### src/rtl/dmem_pkg.sv
// dmem_pkg: shared definitions for the data-memory arbiter.
//   - RV32I load/store funct3 width codes
//   - arbiter FSM state enum
package dmem_pkg;

    localparam int F3_W = 3;

    // Store width codes
    localparam logic [F3_W-1:0] SB  = 3'b000;
    localparam logic [F3_W-1:0] SH  = 3'b001;
    localparam logic [F3_W-1:0] SW  = 3'b010;

    // Load width codes
    localparam logic [F3_W-1:0] LB  = 3'b000;
    localparam logic [F3_W-1:0] LH  = 3'b001;
    localparam logic [F3_W-1:0] LW  = 3'b010;
    localparam logic [F3_W-1:0] LBU = 3'b100;
    localparam logic [F3_W-1:0] LHU = 3'b101;

    // ARB   : both ports compete, round-robin on last grant
    // LOCK1 : port 1 owns the memory exclusively
    typedef enum logic {
        ARB   = 1'b0,
        LOCK1 = 1'b1
    } arb_state_e;

endpackage

### src/rtl/dmem_arbiter_if.sv
// dmem_arbiter_if: request/response/memory bundle of the data-memory arbiter.
//   req0_* : core LSU request port        rsp0_* : its response
//   req1_* : debug/DMA request port       rsp1_* : its response
//   mem_*  : forwarded access towards the data memory (mem_rdata comes back)
// modport slave  : the arbiter side
// modport master : the requester/memory side
//
// Handshake: a request is accepted in a cycle where reqN_valid and reqN_ready
// are both 1. reqN_ready is only raised for the cycle's winner, so a requester
// must hold its request stable until it sees ready. Every accepted request gets
// exactly one rspN_valid pulse in the following cycle; there is no rsp backpressure.
interface dmem_arbiter_if;
    import dmem_pkg::*;

    logic            req0_valid;
    logic            req0_ready;
    logic            req0_write;
    logic [31:0]     req0_addr;
    logic [31:0]     req0_wdata;
    logic [F3_W-1:0] req0_funct3;

    logic            req1_valid;
    logic            req1_ready;
    logic            req1_write;
    logic [31:0]     req1_addr;
    logic [31:0]     req1_wdata;
    logic [F3_W-1:0] req1_funct3;
    logic            req1_lock;

    logic            rsp0_valid;
    logic [31:0]     rsp0_rdata;
    logic            rsp0_err;
    logic            rsp1_valid;
    logic [31:0]     rsp1_rdata;
    logic            rsp1_err;

    logic            mem_write;
    logic [31:0]     mem_addr;
    logic [31:0]     mem_wdata;
    logic [F3_W-1:0] mem_funct3;
    logic [31:0]     mem_rdata;

    modport slave (
        input  req0_valid, req0_write, req0_addr, req0_wdata, req0_funct3,
        input  req1_valid, req1_write, req1_addr, req1_wdata, req1_funct3, req1_lock,
        output req0_ready, req1_ready,
        output rsp0_valid, rsp0_rdata, rsp0_err,
        output rsp1_valid, rsp1_rdata, rsp1_err,
        output mem_write, mem_addr, mem_wdata, mem_funct3,
        input  mem_rdata
    );

    modport master (
        output req0_valid, req0_write, req0_addr, req0_wdata, req0_funct3,
        output req1_valid, req1_write, req1_addr, req1_wdata, req1_funct3, req1_lock,
        input  req0_ready, req1_ready,
        input  rsp0_valid, rsp0_rdata, rsp0_err,
        input  rsp1_valid, rsp1_rdata, rsp1_err,
        input  mem_write, mem_addr, mem_wdata, mem_funct3,
        output mem_rdata
    );

endinterface

### src/rtl/dmem_access_check.sv
// dmem_access_check: combinational legality check of one memory access.
//   addr   in  32  byte address
//   funct3 in  3   RV32I load/store width code
//   write  in  1   1 = store, 0 = load
//   err    out 1   access is misaligned, out of range or uses an illegal funct3
module dmem_access_check
    import dmem_pkg::*;
#(
    parameter int ADDR_BYTES = 4096
) (
    input  logic [31:0]     addr,
    input  logic [F3_W-1:0] funct3,
    input  logic            write,
    output logic            err
);

    logic code_ok;
    logic align_ok;
    logic range_ok;

    always_comb begin
        if (write) begin
            code_ok = (funct3 == SB) || (funct3 == SH) || (funct3 == SW);
        end else begin
            code_ok = (funct3 == LB) || (funct3 == LH) || (funct3 == LW) ||
                      (funct3 == LBU) || (funct3 == LHU);
        end

        // funct3[1:0] encodes the access size for every legal code
        case (funct3[1:0])
            2'b01:   align_ok = ~addr[0];
            2'b10:   align_ok = (addr[1:0] == 2'b00);
            default: align_ok = 1'b1;
        endcase

        range_ok = (addr < 32'(ADDR_BYTES));
        err      = ~(code_ok & align_ok & range_ok);
    end

endmodule

### src/rtl/dmem_arbiter.sv
// dmem_arbiter: two-port arbiter in front of a single-ported data memory.
//   clk      in   clock, rising edge
//   rst      in   asynchronous active-low reset
//   bus      slave modport of dmem_arbiter_if (request ports, responses, memory)
//   state_o  out  current FSM state (ARB / LOCK1)
// Port 0 is the core LSU, port 1 the debug/DMA port. Arbitration is
// combinational round-robin; port 1 may lock the memory for a bounded number
// of cycles. Responses return exactly one cycle after acceptance.
module dmem_arbiter
    import dmem_pkg::*;
#(
    parameter int ADDR_BYTES = 4096,
    parameter int LOCK_MAX   = 16
) (
    input  logic         clk,
    input  logic         rst,
    dmem_arbiter_if.slave bus,
    output arb_state_e   state_o
);

    localparam int                CNT_W    = (LOCK_MAX > 2) ? $clog2(LOCK_MAX) : 1;
    localparam logic [CNT_W-1:0]  CNT_LAST = CNT_W'(LOCK_MAX - 1);

    arb_state_e       state_q, state_d;
    logic             last_grant_q, last_grant_d;
    logic [CNT_W-1:0] lock_cnt_q, lock_cnt_d;
    logic [CNT_W-1:0] cnt_inc;

    logic             elig0;
    logic             grant0, grant1, any_grant;
    logic             sel_write;
    logic [31:0]      sel_addr, sel_wdata;
    logic [F3_W-1:0]  sel_funct3;
    logic             chk_err;
    logic [31:0]      load_data;

    logic             rsp0_valid_q, rsp0_err_q;
    logic             rsp1_valid_q, rsp1_err_q;
    logic [31:0]      rsp0_rdata_q, rsp1_rdata_q;

    // last_grant_q = 1 means port 1 won last, so port 0 wins a contest.
    always_comb begin
        elig0     = bus.req0_valid && (state_q == ARB);
        grant0    = elig0 && (!bus.req1_valid || last_grant_q);
        grant1    = bus.req1_valid && (!elig0 || !last_grant_q);
        any_grant = grant0 || grant1;
    end

    always_comb begin
        sel_write  = 1'b0;
        sel_addr   = '0;
        sel_wdata  = '0;
        sel_funct3 = '0;
        if (grant0) begin
            sel_write  = bus.req0_write;
            sel_addr   = bus.req0_addr;
            sel_wdata  = bus.req0_wdata;
            sel_funct3 = bus.req0_funct3;
        end else if (grant1) begin
            sel_write  = bus.req1_write;
            sel_addr   = bus.req1_addr;
            sel_wdata  = bus.req1_wdata;
            sel_funct3 = bus.req1_funct3;
        end
    end

    dmem_access_check #(
        .ADDR_BYTES (ADDR_BYTES)
    ) u_check (
        .addr   (sel_addr),
        .funct3 (sel_funct3),
        .write  (sel_write),
        .err    (chk_err)
    );

    assign bus.req0_ready = grant0;
    assign bus.req1_ready = grant1;
    assign bus.mem_write  = any_grant && sel_write && !chk_err;
    assign bus.mem_addr   = sel_addr;
    assign bus.mem_wdata  = sel_wdata;
    assign bus.mem_funct3 = sel_funct3;

    assign load_data = (any_grant && !sel_write && !chk_err) ? bus.mem_rdata : '0;

    // The cycle that takes the lock counts as the first held cycle, so LOCK1
    // is left once the incremented count reaches LOCK_MAX-1: port 1 then has
    // held the memory for LOCK_MAX consecutive cycles.
    always_comb begin
        state_d      = state_q;
        lock_cnt_d   = lock_cnt_q;
        last_grant_d = last_grant_q;
        cnt_inc      = lock_cnt_q + 1'b1;

        if (any_grant) begin
            last_grant_d = grant1;
        end

        case (state_q)
            ARB: begin
                if (grant1 && bus.req1_lock) begin
                    state_d    = LOCK1;
                    lock_cnt_d = '0;
                end
            end
            LOCK1: begin
                lock_cnt_d = cnt_inc;
                if (!bus.req1_lock) begin
                    state_d    = ARB;
                    lock_cnt_d = '0;
                end else if (cnt_inc == CNT_LAST) begin
                    // Timeout: hand the next contest to port 0.
                    state_d      = ARB;
                    lock_cnt_d   = '0;
                    last_grant_d = 1'b1;
                end
            end
            default: begin
                state_d    = ARB;
                lock_cnt_d = '0;
            end
        endcase
    end

    always_ff @(posedge clk or negedge rst) begin
        if (!rst) begin
            state_q      <= ARB;
            last_grant_q <= 1'b1;
            lock_cnt_q   <= '0;
        end else begin
            state_q      <= state_d;
            last_grant_q <= last_grant_d;
            lock_cnt_q   <= lock_cnt_d;
        end
    end

    always_ff @(posedge clk or negedge rst) begin
        if (!rst) begin
            rsp0_valid_q <= 1'b0;
            rsp0_err_q   <= 1'b0;
            rsp0_rdata_q <= '0;
            rsp1_valid_q <= 1'b0;
            rsp1_err_q   <= 1'b0;
            rsp1_rdata_q <= '0;
        end else begin
            rsp0_valid_q <= grant0;
            rsp0_err_q   <= grant0 && chk_err;
            rsp0_rdata_q <= grant0 ? load_data : '0;
            rsp1_valid_q <= grant1;
            rsp1_err_q   <= grant1 && chk_err;
            rsp1_rdata_q <= grant1 ? load_data : '0;
        end
    end

    assign bus.rsp0_valid = rsp0_valid_q;
    assign bus.rsp0_err   = rsp0_err_q;
    assign bus.rsp0_rdata = rsp0_rdata_q;
    assign bus.rsp1_valid = rsp1_valid_q;
    assign bus.rsp1_err   = rsp1_err_q;
    assign bus.rsp1_rdata = rsp1_rdata_q;
    assign state_o        = state_q;

endmodule

### src/flat_wrapper.sv
// flat-port wrapper written by rule: the top's interface ports become plain ports
module dmem_arbiter_flat import dmem_pkg::*;
#(
    parameter int ADDR_BYTES = 4096,
    parameter int LOCK_MAX   = 16
)
  (clk, rst, state_o, bus_req0_valid, bus_req0_write, bus_req0_addr, bus_req0_wdata, bus_req0_funct3, bus_req1_valid, bus_req1_write, bus_req1_addr, bus_req1_wdata, bus_req1_funct3, bus_req1_lock, bus_req0_ready, bus_req1_ready, bus_rsp0_valid, bus_rsp0_rdata, bus_rsp0_err, bus_rsp1_valid, bus_rsp1_rdata, bus_rsp1_err, bus_mem_write, bus_mem_addr, bus_mem_wdata, bus_mem_funct3, bus_mem_rdata);
  dmem_arbiter_if bus_i ();
  input  logic clk;
  input  logic rst;
  output arb_state_e state_o;
  input wire logic [$bits(bus_i.req0_valid)-1:0] bus_req0_valid;
  input wire logic [$bits(bus_i.req0_write)-1:0] bus_req0_write;
  input wire logic [$bits(bus_i.req0_addr)-1:0] bus_req0_addr;
  input wire logic [$bits(bus_i.req0_wdata)-1:0] bus_req0_wdata;
  input wire logic [$bits(bus_i.req0_funct3)-1:0] bus_req0_funct3;
  input wire logic [$bits(bus_i.req1_valid)-1:0] bus_req1_valid;
  input wire logic [$bits(bus_i.req1_write)-1:0] bus_req1_write;
  input wire logic [$bits(bus_i.req1_addr)-1:0] bus_req1_addr;
  input wire logic [$bits(bus_i.req1_wdata)-1:0] bus_req1_wdata;
  input wire logic [$bits(bus_i.req1_funct3)-1:0] bus_req1_funct3;
  input wire logic [$bits(bus_i.req1_lock)-1:0] bus_req1_lock;
  output wire logic [$bits(bus_i.req0_ready)-1:0] bus_req0_ready;
  output wire logic [$bits(bus_i.req1_ready)-1:0] bus_req1_ready;
  output wire logic [$bits(bus_i.rsp0_valid)-1:0] bus_rsp0_valid;
  output wire logic [$bits(bus_i.rsp0_rdata)-1:0] bus_rsp0_rdata;
  output wire logic [$bits(bus_i.rsp0_err)-1:0] bus_rsp0_err;
  output wire logic [$bits(bus_i.rsp1_valid)-1:0] bus_rsp1_valid;
  output wire logic [$bits(bus_i.rsp1_rdata)-1:0] bus_rsp1_rdata;
  output wire logic [$bits(bus_i.rsp1_err)-1:0] bus_rsp1_err;
  output wire logic [$bits(bus_i.mem_write)-1:0] bus_mem_write;
  output wire logic [$bits(bus_i.mem_addr)-1:0] bus_mem_addr;
  output wire logic [$bits(bus_i.mem_wdata)-1:0] bus_mem_wdata;
  output wire logic [$bits(bus_i.mem_funct3)-1:0] bus_mem_funct3;
  input wire logic [$bits(bus_i.mem_rdata)-1:0] bus_mem_rdata;
  assign bus_i.req0_valid = bus_req0_valid;
  assign bus_i.req0_write = bus_req0_write;
  assign bus_i.req0_addr = bus_req0_addr;
  assign bus_i.req0_wdata = bus_req0_wdata;
  assign bus_i.req0_funct3 = bus_req0_funct3;
  assign bus_i.req1_valid = bus_req1_valid;
  assign bus_i.req1_write = bus_req1_write;
  assign bus_i.req1_addr = bus_req1_addr;
  assign bus_i.req1_wdata = bus_req1_wdata;
  assign bus_i.req1_funct3 = bus_req1_funct3;
  assign bus_i.req1_lock = bus_req1_lock;
  assign bus_req0_ready = bus_i.req0_ready;
  assign bus_req1_ready = bus_i.req1_ready;
  assign bus_rsp0_valid = bus_i.rsp0_valid;
  assign bus_rsp0_rdata = bus_i.rsp0_rdata;
  assign bus_rsp0_err = bus_i.rsp0_err;
  assign bus_rsp1_valid = bus_i.rsp1_valid;
  assign bus_rsp1_rdata = bus_i.rsp1_rdata;
  assign bus_rsp1_err = bus_i.rsp1_err;
  assign bus_mem_write = bus_i.mem_write;
  assign bus_mem_addr = bus_i.mem_addr;
  assign bus_mem_wdata = bus_i.mem_wdata;
  assign bus_mem_funct3 = bus_i.mem_funct3;
  assign bus_i.mem_rdata = bus_mem_rdata;
  dmem_arbiter #(.ADDR_BYTES(ADDR_BYTES), .LOCK_MAX(LOCK_MAX)) u_core (.clk(clk), .rst(rst), .bus(bus_i), .state_o(state_o));
endmodule
### config.mk
export PLATFORM = sky130hd
export DESIGN_NAME = dmem_arbiter_flat
export DESIGN_NICKNAME = d
export VERILOG_FILES = /design/src/rtl/dmem_pkg.sv /design/src/rtl/dmem_arbiter_if.sv /design/src/rtl/dmem_access_check.sv /design/src/rtl/dmem_arbiter.sv /design/src/flat_wrapper.sv
export SDC_FILE = /design/constraint.sdc
export NUM_CORES = 1
export LEC_CHECK = 0
export CORE_AREA = 2 2 122 124
export CTS_BUF_LIST = sky130_fd_sc_hd__clkbuf_4 sky130_fd_sc_hd__clkbuf_8
export DETAILED_ROUTE_END_ITERATION = 6
export DIE_AREA = 0 0 124 126
export PLACE_DENSITY = 0.7
export SKIP_LAST_GASP = 1
export SLEW_MARGIN = 20
export SYNTH_ARGS = -nofsm -noshare
export SYNTH_HDL_FRONTEND = slang
export SYNTH_SLANG_ARGS = --single-unit
### constraint.sdc
create_clock -name clk -period 3.85 [get_ports clk]
set_clock_uncertainty 0.1 [all_clocks]
set_input_delay 0.385 -clock clk [delete_from_list [all_inputs] [get_ports clk]]
set_output_delay 0.385 -clock clk [all_outputs]
set_load 0.02 [all_outputs]
### Word-level counts from Yosys, hierarchy flattened

Cells that the tools add are included.

* add/subtract/negate cells: 1
* order comparisons: 1
* eq/ne operators: 8
* mux-type cells: 25
* bitwise gates (word level): 5
* reductions and logical operators: 23

Operators by type and width (number)
* $mux W32: 7
* $lt A32 B13 Y1 const B: 1
* $mux W4: 3
* $logic_and A1 B1 Y1: 10
* $mux W1: 10
* $pmux W4 S2: 1
* $logic_or A1 B1 Y1: 7
* $eq A3 B3 Y1 const B: 2
* $mux W3: 2
* $add A4 B1 Y4 const B: 1
* $eq A4 B4 Y1 const B: 1
* $logic_not A1 Y1: 4
* $pmux W1 S2: 2
* $eq A3 B1 Y1 const B: 1
* $eq A3 B2 Y1 const B: 1
* $logic_not A3 Y1: 1
* $not A1 Y1: 3
* $and A1 B1 Y1: 2
* $eq A2 B1 Y1 const B: 1
* $eq A2 B2 Y1 const B: 1
* $logic_not A2 Y1: 1
* $ne A2 B2 Y1 const B: 1

* flip-flop bits (word level): 74
* bits of input ports: 173
* logic and storage cells: 72

### Logic depth before layout (Yosys ltp)

* depth in word-level cells: 18
* depth in mapped cells: 14

### Cells and area by module

From an unflattened synthesis, not the netlist that was laid out.

* cell total of the unflattened synthesis: 288
* area total of the unflattened synthesis: 3349.5 µm²

Modules (own cells, without submodules)
* dmem_arbiter: times used 1, cells each 271, area each 3213.1 µm², sequential area each 1853.0 µm²
* dmem_access_check: times used 1, cells each 17, area each 136.4 µm², sequential area each 0.0 µm²

### Worst setup path after synthesis

No wires, ideal clock.

* path kind: register -> output
* start: reg u_core.state_q (netlist: u_core.state_o)
* end: out bus_mem_write
* arrival: 3066 ps
* required time: 3365 ps
* path slack: 299 ps
* cell stages (with the launch flop): 15
* buffers on the path: 3
* cell sequence: dfrtp_1 -> nor2b_1 -> nand2_1 -> inv_2 -> clkbuf_1 -> nand2_1 -> and2_1 -> inv_1 -> ha_1 -> nor2_1 -> a221o_1 -> a21o_1 -> clkbuf_1 -> buf_2 -> nor3_1

* longest elaborated chain between the ends: 16

RTL lines
* start: declaration: line dmem_arbiter.sv:24 `arb_state_e state_q, state_d;`
* start signal: assignment: line dmem_arbiter.sv:130 `state_q <= state_d;`
* $not A1 Y1 (*): line dmem_arbiter.sv:43 `elig0 = bus.req0_valid && (state_q == ARB);`
* $logic_and A1 B1 Y1 (*): line dmem_arbiter.sv:43
* $logic_not A1 Y1: line dmem_arbiter.sv:45 `grant1 = bus.req1_valid && (!elig0 || !last_grant_q);`
* $logic_or A1 B1 Y1: line dmem_arbiter.sv:45
* $logic_and A1 B1 Y1: line dmem_arbiter.sv:45
* $mux W3: line dmem_arbiter.sv:59 `end else if (grant1) begin`
* $mux W3 (*): line dmem_arbiter.sv:54 `if (grant0) begin`
* named net bus_mem_funct3[0]: line flat_wrapper.sv:34 `output wire logic [$bits(bus_i.mem_funct3)-1:0] bus_mem_funct3;`
* $eq A3 B1 Y1 / $logic_not A3 Y1 (equally long branches): line dmem_access_check.sv:23, dmem_access_check.sv:25
* $logic_or A1 B1 Y1 (2 in a row): line dmem_access_check.sv:23, dmem_access_check.sv:25
* $logic_or A1 B1 Y1: line dmem_access_check.sv:25 `code_ok = (funct3 == LB) || (funct3 == LH) || (funct3 == LW) ||`
* $logic_or A1 B1 Y1: line dmem_access_check.sv:26 `(funct3 == LBU) || (funct3 == LHU);`
* $mux W1: line dmem_access_check.sv:22 `if (write) begin`
* $and A1 B1 Y1 (*) (2 in a row): line dmem_access_check.sv:37 `err = ~(code_ok & align_ok & range_ok);`
* $logic_and A1 B1 Y1 (*): line dmem_arbiter.sv:78 `assign bus.mem_write = any_grant && sel_write && !chk_err;`
* end: declaration: line flat_wrapper.sv:31 `output wire logic [$bits(bus_i.mem_write)-1:0] bus_mem_write;`

The timed path passes the listed nets; every way through them passes the cells marked *.

### Worst setup path in the final report

* start: in bus_req0_addr[16]
* end: out bus_mem_write

* longest elaborated chain between the ends: 4

RTL lines
* start: declaration: line flat_wrapper.sv:14 `input wire logic [$bits(bus_i.req0_addr)-1:0] bus_req0_addr;`
* $mux W32: line dmem_arbiter.sv:54
* $lt A32 B13 Y1: line dmem_access_check.sv:36 `range_ok = (addr < 32'(ADDR_BYTES));`
* $and A1 B1 Y1: line dmem_access_check.sv:37
* $logic_and A1 B1 Y1: line dmem_arbiter.sv:78

Every way passes these cells.

==> reports/qor.yml <==
timing:
  setup_viol_count_final: 0
  hold-worst-slack_ps: -3.79
  timing.final.crit_share_pct: 90.3
  finalSetupTns_ps: 0
  grt_setup_unrepaired: "false"
  maxSlewHeadroom_pct: 50.3
  timing.final.hold_violations: 3
  setup_ws_ps: 373
  finalMaxSlewViolations: 0
  post-route-min-period_ps: 3480
  max_clock_freq_ghz: 0.288
  timing_worst_slew_pin_value_ps: 746
cells_and_area:
  flow.area_growth_from_synthesis_pct: 85.4
  post_layout_inst_area_um2: 7600
  drive_above_1_share_pct: 11.4
  nFillCells: 1324
  post_layout_nonfiller_instances: 955
  finish.net_count: 944
  layout_commonest_cell: "clkdlybuf4s50_1"
  mostFrequentLayoutCells: "308 x clkdlybuf4s50_1, 161 x nand2_1, 73 x dfrtp_1, 50 x nor3_2, 46 x nand3_1"
  num_antenna_cells: 0
  utilization_pct: 53.1
run:
  cap_viol_max_count: 0
critical_path:
  timing.reg2reg.setup_slack_ps: 970
  setup.worst_path.end_class: "output pin"
  critical_path_peak_fanout: 2
  worstPathArrival_ps: 2990
  worstRegToRegCells: 10
  criticalPathCategory: "in -> out"
  worstReg2RegEnd: "u_core.bus.rsp1_rdata[3]"
  timing.critical_path.required_ps: 3370
  element_type_at_the_critical_path_start: "input pin"
  critical_path.startpoint: "bus_req0_addr[16]"
  r2r_start: "u_core.state_o"
synth:
  postSynth.topFlopCell: "dfrtp_1"
  synth_enable_flop_cells: 0
  synth_top_area_share_pct: 44.5
  number_of_register_bits_inferred_by_synthesis: 74
  netlist_top_cells_area: "dfrtp_1 45%, nand2_1 15%, nor3_2 12%"
  synth_seq_area_share_pct: 45.2
  syn_area_per_cell_um2: 8.67
  cell_count_after_synthesis: 473
  synthesis_warnings: 0
  post_synth_instance_area_um2: 4100
  synth_net_count: 651
  postSynth.asyncResetShare_pct: 100
  synthDistinctLibCells: 41
  biggest_area_consumer_among_synthesized_cells: "dfrtp_1"
power:
  static-leakage-power_nw: 3.15
  cellPowerDensity_nw_per_um2: 324
  post-layout-total-power_mw: 2.46
  vdd_ir_drop_max_v: 0.000189
outcome:
  run_status: "finished, violations left"
  violations: "hold timing"
placement:
  dp_cells: 939
  detailedPlace.worstSlack_ps: 395
  placed_standard_cell_area_um2: 7370
  port_buffers: 311
  detailedPlacementHpwl_um: 12800
  gpl.final_weighted_congestion: 0.873
floorplan:
  dieArea_um2: 15600
  num_io_pins: 312
  std_cell_rows: 44
  die-width_um: 124
  die_h_um: 126
  fp.coreArea_um2: 14300
  initial_core_utilization_pct: 28.7
global_routing:
  grt_antenna_before_repair: 0
  grt_max_degree: 65
  grt-ovfl-total: 0
  grt_use_total_pct: 20.3
  via_count_of_the_first_global_routing_pass: 4717
  grt_pass1_wl_um: 24800
routing:
  routed_wl_um: 16400
  drt_first_pass_iters: 4
  detailroute.via_count: 4620
  drt_first_iter_violations: 293
  via_per_inst: 4.84
  antenna_left: 0
  wl_per_cell_um: 17.1
  route.detailed.drc: 0
clocking:
  cts_max_path_buffers: 2
  tritoncts: "built"
  tritoncts_num_sinks: 74
  post_cts_hold_buffers: 0
  insertion_delay_to_the_later_sink_of_the_worst_skew_pair_ps: 340
  cts_post_setup_buffers_inserted: 0
  clk_root_buffer_cell: "clkbuf_8"
  cts_made_buffers: 9
  clkSlewWorstSetupHoldPaths_ps: 80
  post_cts_sizing_count: 0
  clock_tree.htree_level_count: 3
worst_hold_path:
  hold_class: "in -> async"
[area by class of cell]
cell class / instances / area [um2] / share of cell area, %
Inverter: 6 / 22.5 / 0.296
Clock buffer: 10 / 138 / 1.81
Sequential cell: 74 / 1850 / 24.4
Multi-Input combinational cell: 351 / 2040 / 26.8
Tap cell: 184 / 230 / 3.03
Timing Repair Buffer: 324 / 3220 / 42.4
Clock inverter: 6 / 97.6 / 1.28
[worst max-delay path by stage]
stage	end
2_1_floorplan	bus_mem_write
3_3_place_gp	bus_mem_write
4_1_cts	bus_mem_write
6_report	bus_mem_write
3_5_place_dp	bus_mem_write
5_1_grt	bus_mem_write
[sequential cells by signal, indices dropped and copies added, names as in the netlist]
name                   cells
u_core.bus.rsp0_rdata     32
u_core.lock_cnt_q          4
u_core.state_o             1
u_core.bus.rsp0_valid      1
u_core.bus.rsp0_err        1
u_core.bus.rsp1_rdata     32
u_core.bus.rsp1_valid      1
u_core.bus.rsp1_err        1
u_core.last_grant_q        1
[Yosys cell counts, drive strengths merged, types with 2 or more instances]
cell type / count
dfrtp: 73
nand4: 2
a22o: 21
inv: 6
buf: 19
o22ai: 2
a21oi: 4
nor3: 66
nand3: 46
o21ai: 3
clkbuf: 23
and2: 4
nor2: 2
nand3b: 2
nand2: 161
ha: 5
nor4: 7
nand2b: 5
a21o: 3
nor2b: 2
[cell families after synthesis]
family,Yosys count,synth area share (%)
adder cells (fa/ha/maj),5,1.52
XOR/XNOR,2,0.427
flip-flops,74,45.2
buffers and inverters,48,5.67
AND/OR/NAND/NOR,300,38.6
AO/OA/AOI/OAI,44,8.63
[per-layer routing]
layer | track usage [%] | routed length [um] | up-vias
li1 | - | - | 2190
met2 | 35.0 | 8220 | 202
met1 | 24.2 | 6410 | 2197
met3 | 5.75 | 1370 | 31
met5 | 0 | 0 | -
met4 | 6.54 | 380 | 0
[worst max-delay path: stages]
cell and delay, ps:
clkdlybuf4s50_1 430, or4_1 510, nor4_1 500, buf_4 210, o32ai_1 90, a2111o_2 460, nor3_1 210, buf_4 190
[report_power, final]
part	switching (mW)	total, mW	internal [mW]
clock	0.314	0.706	0.392
combinational	0.512	0.944	0.433
sequential	0.0144	0.814	0.800
total	0.840	2.46	1.62
Power figures use the tool's default switching activity.
